[src/rtl/centroid_tracker.sv]
// centroid_tracker
// Accumulates the coordinates of colour-mask hits over a frame. At frame end it
// divides the coordinate sums by the hit count to produce a centroid measurement.
// Accumulation never stops, so the next frame is collected while the division runs.
module centroid_tracker #(
  parameter int DISP_WIDTH = 11,
  parameter int MIN_COUNT  = 16
) (
  input  logic                  clk,
  input  logic                  aresetn,
  input  logic [DISP_WIDTH-1:0] pix_x,
  input  logic [DISP_WIDTH-1:0] pix_y,
  input  logic                  pix_valid,
  input  logic                  pix_hit,
  input  logic                  frame_end,
  output logic [DISP_WIDTH-1:0] z_x,
  output logic [DISP_WIDTH-1:0] z_y,
  output logic                  valid,
  output logic                  busy,
  output logic                  overrun
);

  localparam int CNT_W  = 2 * DISP_WIDTH;
  localparam int SUM_W  = 3 * DISP_WIDTH;
  localparam int STEP_W = $clog2(SUM_W + 1);
  localparam int LANES  = 2;                 // lane 0 = x, lane 1 = y

  localparam logic [CNT_W-1:0]  MIN_CNT   = CNT_W'(MIN_COUNT);
  localparam logic [STEP_W-1:0] LAST_STEP = STEP_W'(SUM_W - 1);

  typedef enum logic [1:0] {IDLE, DIVIDE, OUTPUT} state_t;

  state_t state_q, state_d;

  logic [SUM_W-1:0]  sum_x_q, sum_x_d, sum_y_q, sum_y_d;
  logic [CNT_W-1:0]  cnt_q, cnt_d;
  logic [CNT_W-1:0]  div_q, div_d;           // snapshot of the hit count (divisor)
  logic [STEP_W-1:0] step_q, step_d;
  logic [DISP_WIDTH-1:0] z_x_q, z_x_d, z_y_q, z_y_d;
  logic valid_q, valid_d, overrun_q, overrun_d;

  logic                  hit;
  logic [SUM_W-1:0]      fsum_x, fsum_y;
  logic [CNT_W-1:0]      fcnt;
  logic                  enough;
  logic                  load, step_en, last_step;
  logic [LANES-1:0][SUM_W-1:0]      sum_in;
  logic [LANES-1:0][DISP_WIDTH-1:0] quot;

  // Final frame totals, including a hit that arrives together with frame_end
  always_comb begin
    hit    = pix_valid & pix_hit;
    fsum_x = sum_x_q + (hit ? SUM_W'(pix_x) : '0);
    fsum_y = sum_y_q + (hit ? SUM_W'(pix_y) : '0);
    fcnt   = cnt_q + CNT_W'(hit);
    enough = (fcnt >= MIN_CNT);
  end

  // Accumulators run in every state; any frame_end closes the frame and clears them
  always_comb begin
    sum_x_d = frame_end ? '0 : fsum_x;
    sum_y_d = frame_end ? '0 : fsum_y;
    cnt_d   = frame_end ? '0 : fcnt;
  end

  // FSM state register
  always_ff @(posedge clk or negedge aresetn) begin
    if (!aresetn) state_q <= IDLE;
    else          state_q <= state_d;
  end

  // FSM next state: DIVIDE lasts SUM_W cycles, and OUTPUT lasts one cycle
  always_comb begin
    state_d = state_q;
    case (state_q)
      IDLE:    if (frame_end && enough) state_d = DIVIDE;
      DIVIDE:  if (last_step)           state_d = OUTPUT;
      OUTPUT:                           state_d = IDLE;
      default:                          state_d = IDLE;
    endcase
  end

  // FSM outputs and divider controls
  always_comb begin
    load      = (state_q == IDLE) && frame_end && enough;
    step_en   = (state_q == DIVIDE);
    last_step = step_en && (step_q == LAST_STEP);
    busy      = (state_q != IDLE);
  end

  // Divisor snapshot, step counter, result and pulse outputs
  always_comb begin
    div_d     = load ? fcnt : div_q;
    step_d    = load ? '0 : (step_en ? step_q + 1'b1 : step_q);
    valid_d   = (state_q == OUTPUT);
    z_x_d     = (state_q == OUTPUT) ? quot[0] : z_x_q;
    z_y_d     = (state_q == OUTPUT) ? quot[1] : z_y_q;
    overrun_d = frame_end && busy;
  end

  // Control and datapath registers
  always_ff @(posedge clk or negedge aresetn) begin
    if (!aresetn) begin
      sum_x_q   <= '0;
      sum_y_q   <= '0;
      cnt_q     <= '0;
      div_q     <= '0;
      step_q    <= '0;
      z_x_q     <= '0;
      z_y_q     <= '0;
      valid_q   <= 1'b0;
      overrun_q <= 1'b0;
    end else begin
      sum_x_q   <= sum_x_d;
      sum_y_q   <= sum_y_d;
      cnt_q     <= cnt_d;
      div_q     <= div_d;
      step_q    <= step_d;
      z_x_q     <= z_x_d;
      z_y_q     <= z_y_d;
      valid_q   <= valid_d;
      overrun_q <= overrun_d;
    end
  end

  assign sum_in[0] = fsum_x;
  assign sum_in[1] = fsum_y;

  // Two restoring dividers share the divisor. The quotient register starts out
  // holding the dividend and shifts in one quotient bit per cycle.
  for (genvar g = 0; g < LANES; g++) begin : g_lane
    logic [SUM_W-1:0] quo_q, quo_d;
    logic [CNT_W-1:0] rem_q, rem_d;
    logic [CNT_W:0]   shifted;

    // One restoring step: trial-subtract the divisor from the shifted remainder
    always_comb begin
      shifted = {rem_q, quo_q[SUM_W-1]};
      quo_d   = quo_q;
      rem_d   = rem_q;
      if (load) begin
        quo_d = sum_in[g];
        rem_d = '0;
      end else if (step_en) begin
        if (shifted >= {1'b0, div_q}) begin
          rem_d = CNT_W'(shifted - {1'b0, div_q});
          quo_d = {quo_q[SUM_W-2:0], 1'b1};
        end else begin
          rem_d = shifted[CNT_W-1:0];
          quo_d = {quo_q[SUM_W-2:0], 1'b0};
        end
      end
    end

    // Divider registers
    always_ff @(posedge clk or negedge aresetn) begin
      if (!aresetn) begin
        quo_q <= '0;
        rem_q <= '0;
      end else begin
        quo_q <= quo_d;
        rem_q <= rem_d;
      end
    end

    // The mean never exceeds the coordinate range, so truncation is exact
    assign quot[g] = quo_q[DISP_WIDTH-1:0];
  end

  assign z_x     = z_x_q;
  assign z_y     = z_y_q;
  assign valid   = valid_q;
  assign overrun = overrun_q;

endmodule
[config.mk]
export PLATFORM = sky130hd
export DESIGN_NAME = centroid_tracker
export DESIGN_NICKNAME = d
export VERILOG_FILES = /design/src/rtl/centroid_tracker.sv
export SDC_FILE = /design/constraint.sdc
export NUM_CORES = 1
export LEC_CHECK = 0
export ABC_AREA = 1
export CAP_MARGIN = 20
export CELL_PAD_IN_SITES_DETAIL_PLACEMENT = 1
export CELL_PAD_IN_SITES_GLOBAL_PLACEMENT = 2
export CORE_MARGIN = 2
export CORE_UTILIZATION = 34
export CTS_BUF_LIST = sky130_fd_sc_hd__clkbuf_8
export DETAILED_ROUTE_END_ITERATION = 8
export GPL_TIMING_DRIVEN = 0
export HOLD_SLACK_MARGIN = 0.1
export PLACE_DENSITY = 0.82
export SLEW_MARGIN = 20
export SYNTH_ARGS = -nofsm -noshare
export SYNTH_HDL_FRONTEND = slang
export SYNTH_SLANG_ARGS = --single-unit
[constraint.sdc]
create_clock -name clk -period 2.67 [get_ports clk]
set_clock_uncertainty 0.2 [all_clocks]
set_input_delay 0.534 -clock clk [delete_from_list [all_inputs] [get_ports clk]]
set_output_delay 0.534 -clock clk [all_outputs]
set_load 0.01 [all_outputs]
=== Yosys cells after proc, flatten, opt, wreduce, memory -nomap -nowiden ===
Index checks and enable logic that the tools add are counted.

* Bits in registers: 252
* Bits of input ports: 27
* Output and inout bits: 25
* Word-level logic and storage cells: 60

* $add $sub $neg: 6
* $lt $le $gt $ge: 3
* Equality and inequality tests: 5
* Muxes and demuxes: 22
* Bitwise operators: 1
* Reductions and logical operators: 9

{| class="wikitable"
|+ Operators with widths
! kind !! count
|-
| $mux 33 || 6
|-
| $mux 22 || 7
|-
| $add 33x11->33 || 2
|-
| $ge 23x22->1 || 2
|-
| $sub 22x22->22 || 2
|-
| $add 22x1->22 || 1
|-
| $ge 22x5->1 const B || 1
|-
| $mux 11 || 2
|-
| $mux 6 || 2
|-
| $add 6x1->6 const B || 1
|-
| $eq 6x6->1 const B || 1
|-
| $logic_and 1x1->1 || 5
|-
| $mux 2 || 2
|-
| $pmux 2 s2 || 1
|-
| $reduce_bool 2->1 || 2
|-
| $eq 2x1->1 const B || 1
|-
| $eq 2x2->1 const B || 1
|-
| $logic_not 2->1 || 1
|-
| $mux 1 || 2
|-
| $ne 2x1->1 const B || 1
|-
| $ne 2x2->1 const B || 1
|-
| $reduce_and 2->1 || 1
|-
| $and 1x1->1 || 1
|}

=== Longest topological paths before layout ===
Gate-level depths: netlist of run 1.

* Depth after elaboration: 6
* Depth in mapped cells: 20
* Mapped depth without buffers: 18

=== Worst setup path before layout of run 1 ===
OpenSTA, ideal clock, no wires.

* Path type: input -> register
* Start point: in pix_valid
* End point: reg g_lane[1].quo_q[26]
* Setup time: 117 ps
* Arrival time: 2,816 ps
* Data required time: 2,353 ps
* Path slack: -463 ps
* Stages on the path: 16
* Path through: nand2_1 clkbuf_1 nor2_1 ha_1 inv_1 fa_1 o21ai_0 nand2_1 nand2_1 inv_1 o21ai_1 nand3_1 xor2_1 nand3_1 nand2_1 nand2_1

* Word-level cells in the longest chain between the ends: 5
* Elaborated cells between the ends (all ways): 8
* Those cells by class: add/sub (2); order compare (1); mux (2); bitwise (1); reduce/logical (2)

{| class="wikitable"
|+ Ends and longest elaborated chain
! element !! RTL line !! text
|-
| start, declared || 13 || <nowiki>input logic pix_valid,</nowiki>
|-
| $and 1x1->1 (*) || 52 || <nowiki>hit = pix_valid & pix_hit;</nowiki>
|-
| $add 22x1->22 || 55 || <nowiki>fcnt = cnt_q + CNT_W'(hit);</nowiki>
|-
| $ge 22x5->1 || 56 || <nowiki>enough = (fcnt >= MIN_CNT);</nowiki>
|-
| $logic_and 1x1->1 || 85 || <nowiki>load = (state_q == IDLE) && frame_end && enough;</nowiki>
|-
| $mux 33 or $reduce_bool 2->1 (tied branches) || -- ||
|-
| end signal, assigned || 161 || <nowiki>quo_q <= quo_d;</nowiki>
|-
| end, declared || 132 || <nowiki>logic [SUM_W-1:0] quo_q, quo_d;</nowiki>
|}

Mark *: on every way between the ends. The rest lies on a longest branch, timed or not.
A chain may end at the register's enable or synchronous reset.

=== Worst setup path in the final report of run 1 ===
* Start point: reg cnt_q[0]
* End point: reg g_lane[0].quo_q[24]

* Word-level cells in the longest chain between the ends: 4
* Elaborated cells between the ends (all ways): 5
* Those cells by class: add/sub (1); order compare (1); mux (1); reduce/logical (2)

{| class="wikitable"
|+ Ends and longest elaborated chain
! element !! RTL line !! text
|-
| start, declared || 36 || <nowiki>logic [CNT_W-1:0] cnt_q, cnt_d;</nowiki>
|-
| start signal, assigned || 116 || <nowiki>cnt_q <= cnt_d;</nowiki>
|-
| $add 22x1->22 (*) || 55 ||
|-
| $ge 22x5->1 (*) || 56 ||
|-
| $logic_and 1x1->1 (*) || 85 ||
|-
| $mux 33 or $reduce_bool 2->1 (tied branches) || -- ||
|-
| end signal, assigned || 161 ||
|-
| end, declared || 132 ||
|}

Marked as above.

==> impl_metrics.yaml, run 1 <==
pwr:
  p_comb_share_pct: 47.3
  power.switching_w: 0.008094
  max-vdd-ir-drop_mv: 0.5948
  switching_share_pct: 45.47
  p_int_w: 0.009708
  leakagePower_nw: 9.258
  p_per_area_mw_per_mm2: 926.1
  power.share.clock_pct: 21.8
  seqPwrFrac_pct: 30.9
finish:
  layout.cell_area.non_filler_sq_mm: 0.01922
  area_growth_pct: 20.62
  layout.nets: 2444
  drive_gt1_share_pct: 10.85
  n_antenna_cell: 0
  finalNonFillerCells: 2985
  nFillCells: 5794
place:
  gp_congestion: 0.8889
  dp_hpwl_mm: 42.81
  io_buffers: 50
  placed_area_sq_mm: 0.01737
  post-place-cells: 2875
synthesis:
  yosysUniqueCellTypes: 39
  synth_common_cells: "nand2_1 (613), nand3_1 (293), dfrtp_1 (252), nor2_1 (241), inv_1 (215)"
  synth_area_per_cell_sq_um: 7.195
  synthesis.area_sq_mm: 0.01594
  synth_warnings: 0
  synth_top_area_share_pct: 39.57
  synth_area_leaders: "dfrtp_1 (40%), nand2_1 (14%), nand3_1 (9.2%)"
  synthArstFlopShare_pct: 100.0
  synth_flop_cell: "dfrtp_1"
  syn_inst: 2215
  yosysMostFrequentCell: "nand2_1"
  synth_top_area_cell: "dfrtp_1"
  synth_edf_count: 0
  ys_seq_area_share_pct: 39.57
  ys_seq_elements: 252
  syn_nets: 2317
timing:
  max_freq_mhz: 355.2
  worst_slew_pin_slew_ps: 1056
  setup_viol_count_final: 137
  slew_violations: 0
  period_minus_slack_ps: 2815
  tns_ps: -11880
  period_share_pct: 105.4
  relSlewSlack_pct: 29.57
  final.setup.worst_slack_ps: -145.4
  hold_viol_final: 0
  rsz0062_at_grt: "yes"
clock_tree:
  cts-buffers-inserted: 49
  cts_tree: "built"
  clock_path_buffers: 3
  cts.clk_slew.worst_paths_ps: 70
  htreeDepth: 2
  clkSinkCount: 252
  root_buffer: "clkbuf_8"
  clk_latency_ps: 660
die:
  die_h_microns: 220.5
  rows: 79
  initial_core_util_pct: 34.30
  pin_count: 52
  die_w_microns: 220.5
  die_area_sq_mm: 0.04862
  core-area_sq_mm: 0.04646
flow_run:
  maxCapViolCount: 0
setup_path:
  worstSetupStartpointType: "register"
  critPathKind: "reg2reg"
  path_common_cell: "nand3_1"
  cpMaxStageDelayCell: "dfrtp_1"
  crit_family: "simple AND/OR/NAND/NOR gates"
  critical_path_buf_inv_count: 5
  crit_chain: "buf_4 -> ha_4 -> inv_2 -> nor2_8 -> nand2_2 -> nor2_4 -> nand3_1 -> nand2_2 -> nand4_1 -> nor2_2 -> nand3_4 -> nand2_8 -> buf_12 -> buf_16 -> buf_8 -> nand3_1 -> nand3_1"
  critPathCaptureType: "register"
  arrival_ps: 3200
  worstPathRequired_ps: 3050
  slowest_delay_ps: 390
  crit_fanout: 10
route:
  drc_errors: 0
  wl_per_cell_microns: 18.99
  first_pass_iters: 5
  ant_nets: 0
  via_per_inst: 5.163
  first_iter_violations: 758
  vias: 15411
  wirelength_mm: 56.70
grt:
  grt_usage_pct: 23.82
  grt_pass1_vias: 16270
  grt_max_degree: 68
  antenna_found_initial: 0
  grt_pass1_wl_mm: 89.78
  grt_overflow: 0
outcome:
  status: "complete, but fails checks"
  violations: "negative setup slack"
hold_path:
  hold_path_class: "in2async"
kinds of logic (layout without fill, tap and decap cells):
group	after synthesis	in the layout	share of synthesized area, %
xor+xnor	68	68	3.737
fa+ha+maj	75	75	6.077
buf+inv	306	469	7.969
simple gates	1273	1273	34.47
compound gates	241	241	8.181
flops	252	252	39.57
state kept, by name (all words and copies together) (netlist names):
name,count
overrun,1
z_x,11
g_lane.quo_q,66
g_lane.rem_q,44
cnt_q,22
z_y,11
state_q,2
step_q,6
valid,1
div_q,22
sum_x_q,33
sum_y_q,33
layout by cell type, fill, tap and decap left out, types with 5 or more instances in the layout:
cell type	count
buf_6	7
o21ai_0	51
nor3_1	25
nand3b_1	32
dfrtp_1	249
nor2_2	11
nand4_1	36
o21a_1	6
or2_2	9
buf_16	5
clkbuf_8	60
ha_1	61
nor2_1	230
nand2_1	598
ha_2	6
buf_12	7
nand2_2	15
xnor2_1	28
inv_2	6
o21ai_1	43
inv_1	228
clkdlybuf4s50_1	47
xor2_1	34
o21ai_2	6
buf_8	13
o21ai_4	6
clkinv_2	9
nand3_1	276
nor4_1	8
a21o_1	6
a21oi_1	82
o211ai_1	14
buf_4	26
o21bai_1	7
clkbuf_1	40
nand3_2	15
a21oi_2	10
final timing paths:
kind	end	from	depth (start not counted)	slack [ps]
max	g_lane[0].quo_q[24]	cnt_q[0]	17	-150
min	cnt_q[5]	aresetn	2	240
max reg2reg	g_lane[0].quo_q[24]	cnt_q[0]	17	-150
min reg2reg	z_x[3]	z_x[3]	2	270
max in group asynchronous	g_lane[1].quo_q[8]	aresetn	4	900
min in group clk	overrun	frame_end	3	260
routing by layer:
| metal | vias to the layer above | share of wire [%] | track usage [%] |
|---|---|---|---|
| met3 | 95 | 3.1 | 3.835 |
| met4 | 0 | 3.0 | 7.667 |
| li1 | 7479 | - | - |
| met5 | - | 0 | 0 |
| met2 | 211 | 48 | 40.70 |
| met1 | 7626 | 46 | 30.78 |
metrics by stage:
stage / hold slack, ps / utilization [%] / setup slack (ps) / total power [W]
after CTS: 187.5 / 40.69 / -140.8 / 0.01774
after detailed placement: 262.2 / 37.38 / -1506 / 0.01343
after global routing: 255.0 / 41.38 / -296.7 / 0.01920
after global placement: 260.1 / 37.20 / -10850 / 0.01317
final: 239.4 / 41.38 / -145.4 / 0.01780
after floorplan: 38.41 / - / -55.47 / 0.01067
cell type report:
cell class	count	area, sq um	area share, %
repair buffers	77	834.6	4.341
plain buffers	82	645.6	3.359
clock inverters	29	151.4	0.7876
well taps	607	759.5	3.951
multi-input cells	1657	8882	46.21
clock buffers	58	798.3	4.153
flip-flops and latches	252	6310	32.82
inverters	223	842.1	4.380
worst reg2reg max path: stages, from the launching register on:
cell	delay, ps
dfrtp_1	390
buf_4	140
ha_4	150
inv_2	60
nor2_8	160
nand2_2	110
nor2_4	150
nand3_1	110
nand2_2	140
nand4_1	110
nor2_2	180
nand3_4	160
nand2_8	140
buf_12	110
buf_16	130
buf_8	140
nand3_1	80
nand3_1	100
power groups by stage:
stage	logic, W	registers (W)	clock network (W)
6_report	0.00842	0.00551	0.00388
5_1_grt	0.00941	0.00562	0.00417
4_1_cts	0.00825	0.00549	0.00400
3_5_place_dp	0.00790	0.00552	0
3_3_place_gp	0.00766	0.00550	0
2_1_floorplan	0.00534	0.00533	0
repair_timing:
| item | CTS | global route |
|---|---|---|
| setup endpoints to repair | 183 | 158 |
| hold endpoints to repair | 114 | 0 |
| resized for setup | 117 | 72 |
| hold buffers | 1 | 0 |
| setup buffers | 11 | 10 |
| pin swaps | 17 | 14 |
| gates cloned | 2 | 1 |
Power figures use the tool's default switching activity.
==> run 2, diff against run 1 <==
TNS_END_PERCENT = 30   (was default)
==> impl_metrics.yaml, run 2 (synthesis results as in run 1) <==
setup_path:
  worstPathRequired_ps: 3000
  crit_fanout: 6
  crit_chain: "ha_4 -> ha_4 -> nand3_4 -> nor2_4 -> nand4_1 -> xor2_2 -> nand2_1 -> nor2_2 -> nand3_4 -> nand2_8 -> buf_12 -> clkbuf_16 -> nand2_4 -> nand2_2 -> nand2_1"
  reg2reg_to: "g_lane[1].quo_q[13]"
  worstSetupStartpointType: "register"
  critPathKind: "reg2reg"
  arrival_ps: 3160
  r2r_cells: 15
  r2r_start: "cnt_q[0]"
  cpMaxStageDelayCell: "dfrtp_1"
  slowest_delay_ps: 390
  rrSetupSlack_ps: -160
  critPathCaptureType: "register"
die:
  die_w_microns: 220.5
  initial_core_util_pct: 34.30
  die_h_microns: 220.5
  core-area_sq_mm: 0.04646
  rows: 79
  die_area_sq_mm: 0.04862
  pin_count: 52
pwr:
  p_comb_share_pct: 47.4
  seqPwrFrac_pct: 31.0
  p_int_w: 0.009723
  power.switching_w: 0.008170
  switching_share_pct: 45.66
  max-vdd-ir-drop_mv: 0.5969
  power.share.clock_pct: 21.6
  leakagePower_nw: 9.440
  p_per_area_mw_per_mm2: 914.6
  total_power_w: 0.01789
grt:
  grt_usage_pct: 23.81
  grt_overflow: 0
  antenna_found_initial: 0
  grt_max_degree: 68
  grt_pass1_vias: 16273
  grt_pass1_wl_mm: 89.71
route:
  drc_errors: 0
  first_iter_violations: 740
  wirelength_mm: 57.44
  wl_per_cell_microns: 19.24
  via_per_inst: 5.172
  ant_nets: 0
  first_pass_iters: 5
  vias: 15439
clock_tree:
  cts_tree: "built"
  clk_latency_ps: 660
  cts-buffers-inserted: 49
  htreeDepth: 2
  cts.clk_slew.worst_paths_ps: 70
  clkSinkCount: 252
  root_buffer: "clkbuf_8"
  clock_path_buffers: 3
place:
  gp_congestion: 0.8889
  dpl_worst_slack_ps: -1506
  dp_hpwl_mm: 42.81
  post-place-cells: 2875
  io_buffers: 50
timing:
  setup_viol_count_final: 137
  worst_slew_pin_slew_ps: 1032
  rsz0062_at_grt: "yes"
  relSlewSlack_pct: 31.19
  max_freq_mhz: 353.5
  hold_viol_final: 0
  period_minus_slack_ps: 2829
  period_share_pct: 105.9
  slew_violations: 0
  final.setup.worst_slack_ps: -158.8
finish:
  area_growth_pct: 22.76
  seq_area_sq_mm: 0.006310
  top_register: "g_lane.quo_q"
  multiInputGateArea_sq_mm: 0.009100
  n_antenna_cell: 0
  reg.largest.list: "g_lane.quo_q x66, g_lane.rem_q x44"
  largest_reg_flops: 66
  drive_gt1_share_pct: 12.78
  final_util_pct: 42.11
  nFillCells: 5739
  layout_common_cells: "nand2_1 (586), dfrtp_1 (249), nand3_1 (238)"
  final_common_cell: "nand2_1"
  finalNonFillerCells: 2985
  layout.nets: 2444
hold_path:
  hold_path_class: "in2async"
outcome:
  violations: "negative setup slack"
  status: "complete, but fails checks"
flow_run:
  maxCapViolCount: 0
## run 2: changes by cell type in the layout (fill, tap and decap cells not counted), moves of 4 or more
cell,delta
nand2_1,-12
clkbuf_16,+8
buf_6,-4
nand3_2,+36
nand2_2,+11
nand3_1,-38
## run 2: metal layers
layer	routed length, microns	share of wire [%]	up-vias	GRT usage [%]
met5	0	0	-	0
met4	1755	3.1	0	7.756
met3	1854	3.2	94	3.849
met2	27660	48	234	40.63
met1	26170	46	7622	30.76
li1	-	-	7489	-
## run 2: how the worst max path moves through the flow
stage / end / start / cells past startpoint
after CTS: g_lane[0].rem_q[6] / cnt_q[0] / 14
after detailed placement: g_lane[0].rem_q[7] / pix_valid / 18
after global placement: sum_y_q[6] / aresetn / 1
after floorplan: g_lane[1].quo_q[26] / pix_valid / 16
final: g_lane[1].quo_q[13] / cnt_q[0] / 15
after global routing: g_lane[0].rem_q[11] / cnt_q[0] / 14
## run 2: repair_timing
item / in CTS / in global routing
hold buffers: 1 / 0
buffers inserted: 11 / 3
setup endpoints to repair: 183 / 158
pin swaps: 28 / 35
gates resized for setup: 109 / 128
hold endpoints to repair: 114 / 0
cloned: 2 / 9
## run 2: final cells by class
cell class / instances / share of cell area [%]
flip-flops and latches: 252 / 32.25
multi-input cells: 1657 / 46.51
clock buffers: 58 / 4.080
plain buffers: 82 / 3.332
well taps: 607 / 3.882
inverters: 223 / 4.304
clock inverters: 29 / 0.7739
repair buffers: 77 / 4.861
## run 2: power by group through the flow
stage | clock network, W | logic [W] | registers [W]
detailed placement | 0 | 0.00790 | 0.00552
global route | 0.00416 | 0.00948 | 0.00565
floorplan | 0 | 0.00534 | 0.00533
finish | 0.00387 | 0.00849 | 0.00554
CTS | 0.00400 | 0.00824 | 0.00548
global placement | 0 | 0.00766 | 0.00550
## run 2: worst max-delay path: cells and delay by family (launching register included)
kind | cells | cell delay [ps]
buffers and inverters | 2 | 320
AND/OR/NAND/NOR | 10 | 1200
adder cells (fa/ha/maj) | 2 | 330
XOR/XNOR | 1 | 240
flip-flops | 1 | 390
## run 2: per-stage QoR
| stage | hold WS (ps) | area (sq um) | TNS (ps) |
|---|---|---|---|
| finish | 235.4 | 19560 | -13470 |
| global route | 255.0 | 19560 | -33860 |
| CTS | 187.5 | 18880 | -10810 |
| detailed placement | 262.2 | 17370 | -250780 |
| global placement | 260.1 | 17280 | -2963220 |
| floorplan | 38.41 | 16020 | -96.52 |
